$ cat src/rtl/mem_access_unit_if.sv
// ---------------------------------------------------------------------------
// mem_access_unit_if
//   Bundles the CPU request/response handshake and the Memoria64 port of the
//   load/store unit.
//   slave  : view of the unit (takes requests, drives the memory port)
//   master : view of the environment (issues requests, returns Dataout)
//   Request : req_valid, req_ready, req_write, req_size, req_unsigned,
//             req_addr, req_wdata
//   Response: rsp_valid, rsp_rdata, rsp_err
//   Memory  : mem_raddress, mem_waddress, mem_datain, mem_dataout, mem_wr
// ---------------------------------------------------------------------------
interface mem_access_unit_if;
    logic        req_valid;
    logic        req_ready;
    logic        req_write;
    logic [1:0]  req_size;
    logic        req_unsigned;
    logic [63:0] req_addr;
    logic [63:0] req_wdata;
    logic        rsp_valid;
    logic [63:0] rsp_rdata;
    logic        rsp_err;
    logic [63:0] mem_raddress;
    logic [63:0] mem_waddress;
    logic [63:0] mem_datain;
    logic [63:0] mem_dataout;
    logic        mem_wr;

    modport slave (
        input  req_valid, req_write, req_size, req_unsigned, req_addr, req_wdata,
        input  mem_dataout,
        output req_ready, rsp_valid, rsp_rdata, rsp_err,
        output mem_raddress, mem_waddress, mem_datain, mem_wr
    );

    modport master (
        output req_valid, req_write, req_size, req_unsigned, req_addr, req_wdata,
        output mem_dataout,
        input  req_ready, rsp_valid, rsp_rdata, rsp_err,
        input  mem_raddress, mem_waddress, mem_datain, mem_wr
    );
endinterface

$ cat src/rtl/mem_access_unit.sv
// ---------------------------------------------------------------------------
// mem_access_unit
//   Load/store initiator for the 64-bit byte-banked data memory. One request
//   in flight; single-cycle response pulse.
//   Loads : B/H/W/D with sign or zero extension.
//   Stores: D written directly; B/H/W read-modify-write since the memory
//           always writes all 8 bytes.
// Ports
//   Clk      : clock, rising edge
//   Reset_n  : asynchronous active-low reset
//   bus      : mem_access_unit_if.slave (request, response, memory port)
// Parameters
//   MEM_RD_LAT : cycles from mem_raddress stable to valid mem_dataout (1..3)
// Optional feature
//   ALIGN_CHECK_EN : when defined, misaligned H/W/D accesses are rejected
//                    with rsp_err=1 and no memory access; otherwise rsp_err
//                    is tied 0 and unaligned accesses proceed normally.
// ---------------------------------------------------------------------------
module mem_access_unit #(
    parameter int MEM_RD_LAT = 1
) (
    input  logic              Clk,
    input  logic              Reset_n,
    mem_access_unit_if.slave  bus
);

    typedef enum logic [1:0] {IDLE, RD_WAIT, WRITE, RESP} state_t;

    state_t      state_q, state_d;
    logic [63:0] addr_q,  addr_d;
    logic [1:0]  size_q,  size_d;
    logic        uns_q,   uns_d;
    logic        wr_q,    wr_d;
    logic [63:0] wdata_q, wdata_d;
    logic [1:0]  cnt_q,   cnt_d;
    logic [63:0] rdata_q, rdata_d;
    logic [63:0] din_q,   din_d;
    logic        mis;

    // Narrow loaded data to the access size and extend from its top bit.
    function automatic logic [63:0] extend(input logic [63:0] d,
                                           input logic [1:0]  sz,
                                           input logic        u);
        case (sz)
            2'd0:    extend = {{56{~u & d[7]}},  d[7:0]};
            2'd1:    extend = {{48{~u & d[15]}}, d[15:0]};
            2'd2:    extend = {{32{~u & d[31]}}, d[31:0]};
            default: extend = d;
        endcase
    endfunction

    // Sub-word store: new low bytes over the rest of the 8-byte read.
    function automatic logic [63:0] merge(input logic [63:0] rd,
                                          input logic [63:0] wd,
                                          input logic [1:0]  sz);
        case (sz)
            2'd0:    merge = {rd[63:8],  wd[7:0]};
            2'd1:    merge = {rd[63:16], wd[15:0]};
            2'd2:    merge = {rd[63:32], wd[31:0]};
            default: merge = wd;
        endcase
    endfunction

`ifdef ALIGN_CHECK_EN
    logic mis_q, mis_d;

    always_comb begin
        case (bus.req_size)
            2'd1:    mis = bus.req_addr[0];
            2'd2:    mis = |bus.req_addr[1:0];
            2'd3:    mis = |bus.req_addr[2:0];
            default: mis = 1'b0;
        endcase
    end

    always_ff @(posedge Clk or negedge Reset_n) begin
        if (!Reset_n) mis_q <= 1'b0;
        else          mis_q <= mis_d;
    end

    // Only a rejected request reaches RESP with mis_q set.
    assign mis_d       = (state_q == IDLE && bus.req_valid) ? mis : mis_q;
    assign bus.rsp_err = (state_q == RESP) & mis_q;
`else
    assign mis         = 1'b0;
    assign bus.rsp_err = 1'b0;
`endif

    always_ff @(posedge Clk or negedge Reset_n) begin
        if (!Reset_n) begin
            state_q <= IDLE;
            addr_q  <= '0;
            size_q  <= '0;
            uns_q   <= 1'b0;
            wr_q    <= 1'b0;
            wdata_q <= '0;
            cnt_q   <= '0;
            rdata_q <= '0;
            din_q   <= '0;
        end else begin
            state_q <= state_d;
            addr_q  <= addr_d;
            size_q  <= size_d;
            uns_q   <= uns_d;
            wr_q    <= wr_d;
            wdata_q <= wdata_d;
            cnt_q   <= cnt_d;
            rdata_q <= rdata_d;
            din_q   <= din_d;
        end
    end

    always_comb begin
        state_d = state_q;
        addr_d  = addr_q;
        size_d  = size_q;
        uns_d   = uns_q;
        wr_d    = wr_q;
        wdata_d = wdata_q;
        cnt_d   = cnt_q;
        rdata_d = rdata_q;
        din_d   = din_q;
        case (state_q)
            IDLE: begin
                if (bus.req_valid) begin
                    addr_d  = bus.req_addr;
                    size_d  = bus.req_size;
                    uns_d   = bus.req_unsigned;
                    wr_d    = bus.req_write;
                    wdata_d = bus.req_wdata;
                    cnt_d   = 2'(MEM_RD_LAT - 1);
                    if (mis) begin
                        state_d = RESP;
                        rdata_d = '0;
                    end else if (bus.req_write && bus.req_size == 2'd3) begin
                        state_d = WRITE;
                        din_d   = bus.req_wdata;
                        rdata_d = '0;
                    end else begin
                        state_d = RD_WAIT;
                    end
                end
            end
            RD_WAIT: begin
                if (cnt_q == 2'd0) begin
                    if (wr_q) begin
                        state_d = WRITE;
                        din_d   = merge(bus.mem_dataout, wdata_q, size_q);
                        rdata_d = '0;
                    end else begin
                        state_d = RESP;
                        rdata_d = extend(bus.mem_dataout, size_q, uns_q);
                    end
                end else begin
                    cnt_d = cnt_q - 2'd1;
                end
            end
            WRITE:   state_d = IDLE;
            default: state_d = IDLE;
        endcase
    end

    // Read and write addresses are the same latched request address.
    assign bus.req_ready    = (state_q == IDLE);
    assign bus.rsp_valid    = (state_q == RESP) || (state_q == WRITE);
    assign bus.rsp_rdata    = rdata_q;
    assign bus.mem_raddress = addr_q;
    assign bus.mem_waddress = addr_q;
    assign bus.mem_datain   = din_q;
    assign bus.mem_wr       = (state_q == WRITE);

endmodule

$ cat src/flat_wrapper.sv
// flat-port wrapper written by rule: the top's interface ports become plain ports
module mem_access_unit_flat 
#(
    parameter int MEM_RD_LAT = 1
)
  (Clk, Reset_n, bus_req_valid, bus_req_write, bus_req_size, bus_req_unsigned, bus_req_addr, bus_req_wdata, bus_mem_dataout, bus_req_ready, bus_rsp_valid, bus_rsp_rdata, bus_rsp_err, bus_mem_raddress, bus_mem_waddress, bus_mem_datain, bus_mem_wr);
  mem_access_unit_if bus_i ();
  input  logic Clk;
  input  logic Reset_n;
  input wire logic [$bits(bus_i.req_valid)-1:0] bus_req_valid;
  input wire logic [$bits(bus_i.req_write)-1:0] bus_req_write;
  input wire logic [$bits(bus_i.req_size)-1:0] bus_req_size;
  input wire logic [$bits(bus_i.req_unsigned)-1:0] bus_req_unsigned;
  input wire logic [$bits(bus_i.req_addr)-1:0] bus_req_addr;
  input wire logic [$bits(bus_i.req_wdata)-1:0] bus_req_wdata;
  input wire logic [$bits(bus_i.mem_dataout)-1:0] bus_mem_dataout;
  output wire logic [$bits(bus_i.req_ready)-1:0] bus_req_ready;
  output wire logic [$bits(bus_i.rsp_valid)-1:0] bus_rsp_valid;
  output wire logic [$bits(bus_i.rsp_rdata)-1:0] bus_rsp_rdata;
  output wire logic [$bits(bus_i.rsp_err)-1:0] bus_rsp_err;
  output wire logic [$bits(bus_i.mem_raddress)-1:0] bus_mem_raddress;
  output wire logic [$bits(bus_i.mem_waddress)-1:0] bus_mem_waddress;
  output wire logic [$bits(bus_i.mem_datain)-1:0] bus_mem_datain;
  output wire logic [$bits(bus_i.mem_wr)-1:0] bus_mem_wr;
  assign bus_i.req_valid = bus_req_valid;
  assign bus_i.req_write = bus_req_write;
  assign bus_i.req_size = bus_req_size;
  assign bus_i.req_unsigned = bus_req_unsigned;
  assign bus_i.req_addr = bus_req_addr;
  assign bus_i.req_wdata = bus_req_wdata;
  assign bus_i.mem_dataout = bus_mem_dataout;
  assign bus_req_ready = bus_i.req_ready;
  assign bus_rsp_valid = bus_i.rsp_valid;
  assign bus_rsp_rdata = bus_i.rsp_rdata;
  assign bus_rsp_err = bus_i.rsp_err;
  assign bus_mem_raddress = bus_i.mem_raddress;
  assign bus_mem_waddress = bus_i.mem_waddress;
  assign bus_mem_datain = bus_i.mem_datain;
  assign bus_mem_wr = bus_i.mem_wr;
  mem_access_unit #(.MEM_RD_LAT(MEM_RD_LAT)) u_core (.Clk(Clk), .Reset_n(Reset_n), .bus(bus_i));
endmodule
$ cat config.mk
export PLATFORM = sky130hd
export DESIGN_NAME = mem_access_unit_flat
export DESIGN_NICKNAME = d
export VERILOG_FILES = /design/src/rtl/mem_access_unit_if.sv /design/src/rtl/mem_access_unit.sv /design/src/flat_wrapper.sv
export SDC_FILE = /design/constraint.sdc
export NUM_CORES = 1
export LEC_CHECK = 0
export ABC_CLOCK_PERIOD_IN_PS = 3800
export CORE_AREA = 2 2 181 183
export CTS_CLUSTER_DIAMETER = 50
export DETAILED_ROUTE_END_ITERATION = 7
export DIE_AREA = 0 0 183 185
export HOLD_SLACK_MARGIN = 0.08
export PLACE_DENSITY = 0.71
export SKIP_CTS_REPAIR_TIMING = 1
export SYNTH_ARGS = -nofsm -noshare
export SYNTH_HDL_FRONTEND = slang
export SYNTH_SLANG_ARGS = --single-unit
$ cat constraint.sdc
create_clock -name Clk -period 3.8 [get_ports Clk]
set_clock_uncertainty 0.15 [all_clocks]
set_input_delay 0.76 -clock Clk [delete_from_list [all_inputs] [get_ports Clk]]
set_output_delay 0.76 -clock Clk [all_outputs]
set_load 0.02 [all_outputs]
==> results.sh, run 1 <==
export IMPL_status="finished clean"
export IMPL_start_kind="flop"
export IMPL_initial_core_utilization=0.3708
export IMPL_top_library_cells_by_usage_in_the_layout_fill_and_taps_aside="sky130_fd_sc_hd__clkdlybuf4s50_1, sky130_fd_sc_hd__dfrtp_1, sky130_fd_sc_hd__mux2_2, sky130_fd_sc_hd__o21ai_0, sky130_fd_sc_hd__nand2_1"
export IMPL_synth_yosys_seq_area_share=0.5560
export IMPL_ys_async_sr_fraction=1.000
export IMPL_synth_flop_cell="sky130_fd_sc_hd__dfrtp_1"
export IMPL_drive_above_1_share=0.1582
export IMPL_critPathBufInv=1
export IMPL_timing_fmax_ghz=0.3477
export IMPL_ctsHtreeMaxLevel=2
export IMPL_final_antenna_violating_net_count=0
export IMPL_detailed_route_wire_length_per_cell_um=19.85
export IMPL_cp_top_family="buffers and inverters"
export IMPL_pre_repair_dr_iteration_count=5
export IMPL_route_vias_total=9232
export IMPL_timing_setup_critical_path_class="flop to primary output"
export IMPL_antenna_violations_before_repair=4
export IMPL_cts_reportedPaths_clkPinSlew_ns=0.06
export IMPL_syn_to_final_growth_pct=47.87
export IMPL_synth_simple_gate_area_frac=0.06676
export IMPL_cts_max_path_buffers=3
export IMPL_yosys_mux_area_fraction=0.2102
export IMPL_cts_tree="yes"
export IMPL_syn_nets=1237
export IMPL_fin_util=0.5483
export IMPL_power_density_mw_per_mm2=968.2
export IMPL_cp_slowest_stage_delay_ns=0.68
export IMPL_post_synth_inst_count=1037
export IMPL_grt_setup_unrepaired="false"
export IMPL_maxSlewHeadroom=0.4115
export IMPL_worstMarginPinSlew_ns=0.8828
export IMPL_cts_buffers_inserted=36
export IMPL_antennaDiodeCount=0
export IMPL_port_buffers=457
export IMPL_synth_xor_area_share=0
export IMPL_overflow=0
export IMPL_first_global_vias=9446
export IMPL_postSynthRegisterBits=264
export IMPL_layout_cells_most_common="sky130_fd_sc_hd__clkdlybuf4s50_1"
export IMPL_end_kind="primary output"
export IMPL_final_stage_net_count=1615
export IMPL_place_gp_congestion=0.8236
export IMPL_fill_cells=2722
export IMPL_power_static_leakage_uw=0.007497
export IMPL_synth_avg_cell_area_um2=11.46
export IMPL_drc=0
export IMPL_place_detailed_hpwl_mm=25.58
export IMPL_crit_slowest_cell="sky130_fd_sc_hd__clkdlybuf4s50_1"
export IMPL_synth_top_cell_area_share=0.5560
export IMPL_final_setup_viol_count=0
export IMPL_vdd_ir_drop_worst_v=0.0007521
export IMPL_routed_wirelength_mm=36.70
export IMPL_fp_dieW_um=183
export IMPL_avgViaCountPerCell=4.993
export IMPL_tns_ns=0
export IMPL_core_area_mm2=0.03204
export IMPL_final_period_utilization=0.7567
export IMPL_grt_pass1_wl_mm=56.15
export IMPL_report_final_hold_viol_count=0
export IMPL_worstPathMaxFanout=10
export IMPL_post_synth_main_area_contributors="sky130_fd_sc_hd__dfrtp_1, sky130_fd_sc_hd__mux2_2, sky130_fd_sc_hd__o21ai_0"
export IMPL_cp_arrival_ns=1.97
export IMPL_timing_critical_path_cells="nor2b_1 > clkdlybuf4s50_1"
export IMPL_dominant_combinational_cell_family_by_area_after_synthesis="multiplexers"
export IMPL_finalMaxSlewViolations=0
export IMPL_clockRootBuffer="sky130_fd_sc_hd__clkbuf_16"
export IMPL_max_cap_violations=0
export IMPL_min_delay_path_class="input port to async pin"
export IMPL_dieArea_mm2=0.03386
export IMPL_synth_largest_area_cell="sky130_fd_sc_hd__dfrtp_1"
export IMPL_worst_ep_required_time_ns=2.89
export IMPL_synth_compound_gate_area_share=0.09604
export IMPL_synthesis_area_mm2=0.01188
export IMPL_yosysWarnings=0
export IMPL_die_height_um=185
export IMPL_core_rowCount=66
export IMPL_yosys_area_share_adder=0.001053
export IMPL_insertion_delay_ns=0.50
export IMPL_track_usage=0.2137
export IMPL_cts_sink_count=264
export IMPL_final_period_minus_worst_setup_slack_ns=2.876
export IMPL_number_of_flops_mapped_to_enable_cells_by_yosys=0
export IMPL_grt_start_max_net_pins=133
export IMPL_starting_drc_count_in_detailed_routing=458
export IMPL_io_pins=459
export IMPL_synthDistinctLibCells=34
metal layers:
layer  up-vias  routed length, um  track usage
met2       351              17170       0.3426
met1      4551              15770       0.2846
met3        46               3174      0.06960
met4         8                543      0.04352
li1       4276                  -            -
met5         -                 53            0
worst register-to-register path: stages, from the launching register on:
cell	delay, ns
sky130_fd_sc_hd__dfrtp_1	0.61
sky130_fd_sc_hd__nand2b_4	0.46
sky130_fd_sc_hd__buf_4	0.62
sky130_fd_sc_hd__o21ai_0	0.30
sky130_fd_sc_hd__mux2_1	0.32
registers in the layout (all words and copies together), names as in the netlist:
name / cells
u_core.state_q: 2
u_core.size_q: 2
u_core.bus.rsp_rdata: 64
u_core.bus.mem_raddress: 64
u_core.uns_q: 1
u_core.wdata_q: 64
u_core.bus.mem_datain: 64
u_core.cnt_q: 2
u_core.wr_q: 1
final timing paths:
kind | from | endpoint | slack (ns) | depth (start not counted)
hold reg to reg | u_core.bus.rsp_rdata[9]$_DFFE_PN0P_ | u_core.bus.rsp_rdata[9]$_DFFE_PN0P_ | 0.32 | 2
min in group Clk | u_core.bus.rsp_rdata[9]$_DFFE_PN0P_ | u_core.bus.rsp_rdata[9]$_DFFE_PN0P_ | 0.32 | 2
hold / removal | Reset_n | u_core.wdata_q[48]$_DFFE_PN0P_ | 0.08 | 1
setup / recovery | u_core.state_q[1]$_DFFE_PN0P_ | bus_mem_wr | 0.92 | 2
max in group asynchronous | Reset_n | u_core.bus.mem_datain[43]$_DFFE_PN0P_ | 2.32 | 2
setup reg to reg | u_core.state_q[1]$_DFFE_PN0P_ | u_core.bus.mem_datain[45]$_DFFE_PN0P_ | 1.22 | 4
final cells by class:
cell class              instances  area (um^2)  share of cell area
flip-flops and latches        264         6608              0.3761
clock buffers                  47         1003             0.05711
well taps                     408        510.5             0.02906
clock inverters                17        170.2            0.009685
multi-input cells             630         4481              0.2550
inverters                       4        15.01           0.0008546
repair buffers                479         4782              0.2722
metrics by stage:
| stage | total power (uW) | hold WS (ns) | area (um^2) | instances | setup WS, ns |
|---|---|---|---|---|---|
| final | 17010 | 0.07900 | 17570 | 1849 | 0.9244 |
| after global routing | 17970 | 0.1405 | 17570 | 1849 | 0.8506 |
| after CTS | 17180 | 0.1664 | 17570 | 1849 | 0.8880 |
| after detailed placement | 13790 | 0.3154 | 16400 | 1785 | 0.8282 |
| after global placement | 13620 | 0.3108 | 16400 | 1785 | 0.8175 |
| after floorplan | 10150 | 0.3144 | 11880 | 1037 | 1.551 |
synthesized netlist by cell type (2+ instances only):
master                     count
sky130_fd_sc_hd__a21oi_1      42
sky130_fd_sc_hd__dfrtp_1     264
sky130_fd_sc_hd__buf_2        22
sky130_fd_sc_hd__mux2_2      136
sky130_fd_sc_hd__a22o_1       18
sky130_fd_sc_hd__mux2_1       36
sky130_fd_sc_hd__clkbuf_1     45
sky130_fd_sc_hd__nand2b_1      3
sky130_fd_sc_hd__mux2i_1      56
sky130_fd_sc_hd__or3_1         2
sky130_fd_sc_hd__inv_1         4
sky130_fd_sc_hd__a31oi_1       8
sky130_fd_sc_hd__nand2_1     122
sky130_fd_sc_hd__nor2_1       59
sky130_fd_sc_hd__buf_4        70
sky130_fd_sc_hd__nor2b_1       3
sky130_fd_sc_hd__buf_1         2
sky130_fd_sc_hd__o31ai_1       8
sky130_fd_sc_hd__o21ai_0     122
logic make-up after synthesis:
kind of cell / Yosys count
flip-flops: 264
multiplexers: 228
AO/OA/AOI/OAI: 204
AND/OR/NAND/NOR: 196
buffers and inverters: 143
adder cells (fa/ha/maj): 1
other: 1
power breakdown:
part           switching, uW  total [uW]  internal (uW)
Sequential               953        5160           4210
Clock                   1280        3290           2020
Combinational           4450        8560           4100
Total                   6680       17000          10300
Note: power is estimated with default switching activity, not from simulation.
==> run 2: changes to the inputs <==
- ABC_CLOCK_PERIOD_IN_PS: 3800 -> 2830
- CORE_AREA: 2 2 181 183 -> 2 2 178 180
- DIE_AREA: 0 0 183 185 -> 0 0 180 182
- PLACE_DENSITY: 0.71 -> 0.73
- clock period: 3.8 -> 2.83 ns (I/O delays scaled with it)
==> results.sh, run 2 (synthesized netlist as in run 1, its figures left out) <==
export IMPL_ctsHtreeMaxLevel=2
export IMPL_multi_input_comb_area_mm2=0.004481
export IMPL_track_usage=0.2158
export IMPL_worstPathMaxFanout=10
export IMPL_crit_reg2reg_capture="u_core.wdata_q[31]$_DFFE_PN0P_"
export IMPL_fill_cells=2565
export IMPL_cts_max_path_buffers=3
export IMPL_antenna_violations_before_repair=0
export IMPL_final_period_utilization=0.9373
export IMPL_cp_top_family="buffers and inverters"
export IMPL_switching_power_share_of_the_total=0.3903
export IMPL_pre_repair_dr_iteration_count=4
export IMPL_cp_arrival_ns=1.94
export IMPL_combinational_power_share=0.504
export IMPL_routed_wirelength_mm=36.01
export IMPL_rr_startpoint="u_core.state_q[0]$_DFFE_PN0P_"
export IMPL_max_cap_violations=0
export IMPL_die_height_um=182
export IMPL_overflow=0
export IMPL_drc=0
export IMPL_finalMaxSlewViolations=0
export IMPL_timing_fmax_ghz=0.3770
export IMPL_layout_cells_most_common="sky130_fd_sc_hd__clkdlybuf4s50_1"
export IMPL_avgViaCountPerCell=4.988
export IMPL_port_buffers=457
export IMPL_core_area_mm2=0.03099
export IMPL_worstMarginPinSlew_ns=0.6465
export IMPL_final_stage_net_count=1622
export IMPL_final_setup_viol_count=0
export IMPL_cell_internal_pwr_uw=13980
export IMPL_min_delay_start="u_core.bus.rsp_rdata[15]$_DFFE_PN0P_"
export IMPL_fp_dieW_um=180
export IMPL_timing_reg2reg_setup_slack_ns=0.66
export IMPL_crit_slowest_cell="sky130_fd_sc_hd__clkdlybuf4s50_1"
export IMPL_maxSlewHeadroom=0.5690
export IMPL_cts_reportedPaths_clkPinSlew_ns=0.05
export IMPL_end_kind="primary output"
export IMPL_worstHoldPathCells=2
export IMPL_start_kind="flop"
export IMPL_drive_above_1_share=0.1651
export IMPL_insertion_delay_ns=0.50
export IMPL_place_gp_congestion=0.8068
export IMPL_vdd_ir_drop_worst_v=0.0007254
export IMPL_starting_drc_count_in_detailed_routing=444
export IMPL_clockRootBuffer="sky130_fd_sc_hd__clkbuf_16"
export IMPL_syn_to_final_growth_pct=49.22
export IMPL_first_global_vias=9569
export IMPL_place_detailed_hpwl_mm=26.09
export IMPL_dieArea_mm2=0.03276
export IMPL_total_switching_power_uw=8947
export IMPL_cells_on_worst_reg2reg_path=4
export IMPL_cts_tree="yes"
export IMPL_final_seq_area_mm2=0.006608
export IMPL_finalNonFillerCells=1850
export IMPL_cts_buffers_inserted=36
export IMPL_grt_setup_unrepaired="false"
export IMPL_power_sequential_fraction=0.303
export IMPL_grt_start_max_net_pins=122
export IMPL_status="finished clean"
export IMPL_timing_setup_critical_path_class="flop to primary output"
export IMPL_core_rowCount=65
export IMPL_place_detailed_instances=1785
export IMPL_power_static_leakage_uw=0.007598
export IMPL_final_antenna_violating_net_count=0
export IMPL_detailed_route_wire_length_per_cell_um=19.46
export IMPL_end_point_of_the_worst_hold_path="u_core.bus.rsp_rdata[15]$_DFFE_PN0P_"
export IMPL_timing_critical_path_cells="nor2b_1 > clkdlybuf4s50_1"
export IMPL_power_density_mw_per_mm2=1293
export IMPL_cp_slowest_stage_delay_ns=0.64
export IMPL_io_pins=459
export IMPL_antennaDiodeCount=0
export IMPL_route_vias_total=9228
export IMPL_worst_ep_required_time_ns=2.11
export IMPL_tns_ns=0
export IMPL_initial_core_utilization=0.3834
export IMPL_grt_pass1_wl_mm=55.99
export IMPL_min_delay_path_class="flop to flop"
export IMPL_report_final_hold_viol_count=0
export IMPL_cts_sink_count=264
export IMPL_top_library_cells_by_usage_in_the_layout_fill_and_taps_aside="sky130_fd_sc_hd__clkdlybuf4s50_1, sky130_fd_sc_hd__dfrtp_1, sky130_fd_sc_hd__mux2_2, sky130_fd_sc_hd__o21ai_0, sky130_fd_sc_hd__nand2_1"
export IMPL_critPathBufInv=1
export IMPL_power_share_clock=0.194
export IMPL_final_period_minus_worst_setup_slack_ns=2.653
==> run 2: changes by cell type in the layout (fill, tap and decap cells not counted), sizes merged <==
cell and delta:
clkbuf -1, inv +2, clkinvlp -3, buf +6
dlygate4sd3 +1, bufinv -1, clkinv +3
==> run 2: worst reg2reg max path, cell delays in order (launching register included) <==
cell and delay (ns):
sky130_fd_sc_hd__dfrtp_1 0.53, sky130_fd_sc_hd__nor3b_4 0.32, sky130_fd_sc_hd__buf_12 0.37, sky130_fd_sc_hd__buf_12 0.30, sky130_fd_sc_hd__mux2_2 0.39
==> run 2: worst max-delay path by stage <==
stage	startpoint	endpoint	cells past startpoint
3_5_place_dp	bus_req_write	u_core.bus.mem_datain[2]$_DFFE_PN0P_	7
2_1_floorplan	u_core.state_q[0]$_DFFE_PN0P_	u_core.bus.mem_datain[11]$_DFFE_PN0P_	8
6_report	u_core.state_q[1]$_DFFE_PN0P_	bus_mem_wr	2
4_1_cts	u_core.state_q[1]$_DFFE_PN0P_	bus_mem_wr	2
3_3_place_gp	bus_req_valid	u_core.bus.mem_raddress[29]$_DFFE_PN0P_	5
5_1_grt	u_core.state_q[1]$_DFFE_PN0P_	bus_mem_wr	2
==> run 2: power by group through the flow <==
stage	registers [uW]	clock network, uW	logic, uW
2_1_floorplan	8240	0	5390
3_3_place_gp	6930	0	11500
3_5_place_dp	6980	0	11700
4_1_cts	6950	4550	11700
5_1_grt	7180	4720	12300
6_report	6940	4440	11500
==> run 2: per-stage QoR <==
| stage | worst slack [ns] | area, um^2 | utilization | total power (uW) | hold WS [ns] |
|---|---|---|---|---|---|
| 6_report | 0.1774 | 17730 | 0.5722 | 22920 | 0.3238 |
| 3_3_place_gp | 0.2034 | 16520 | 0.5332 | 18400 | 0.3106 |
| 4_1_cts | 0.1326 | 17720 | 0.5719 | 23180 | -0.07171 |
| 3_5_place_dp | 0.1310 | 16520 | 0.5332 | 18640 | 0.3191 |
| 5_1_grt | 0.1162 | 17730 | 0.5722 | 24200 | 0.3585 |
| 2_1_floorplan | 0.7535 | 11880 | - | 13630 | 0.1204 |
==> run 2: final cells by class <==
cell class,instances,area share
clock buffers,46,0.05865
repair buffers,486,0.2778
flip-flops and latches,264,0.3727
well taps,402,0.02837
inverters,4,0.0008469
multi-input cells,630,0.2527
clock inverters,18,0.008963
==> run 2: per-layer routing <==
layer / share of wire / track usage / vias to the layer above / wire length, um
met5: 0 / 0 / - / 0
met4: 0.018 / 0.04813 / 0 / 651
met3: 0.074 / 0.06237 / 49 / 2647
met2: 0.48 / 0.3603 / 314 / 17340
met1: 0.43 / 0.2788 / 4583 / 15370
li1: - / - / 4282 / -
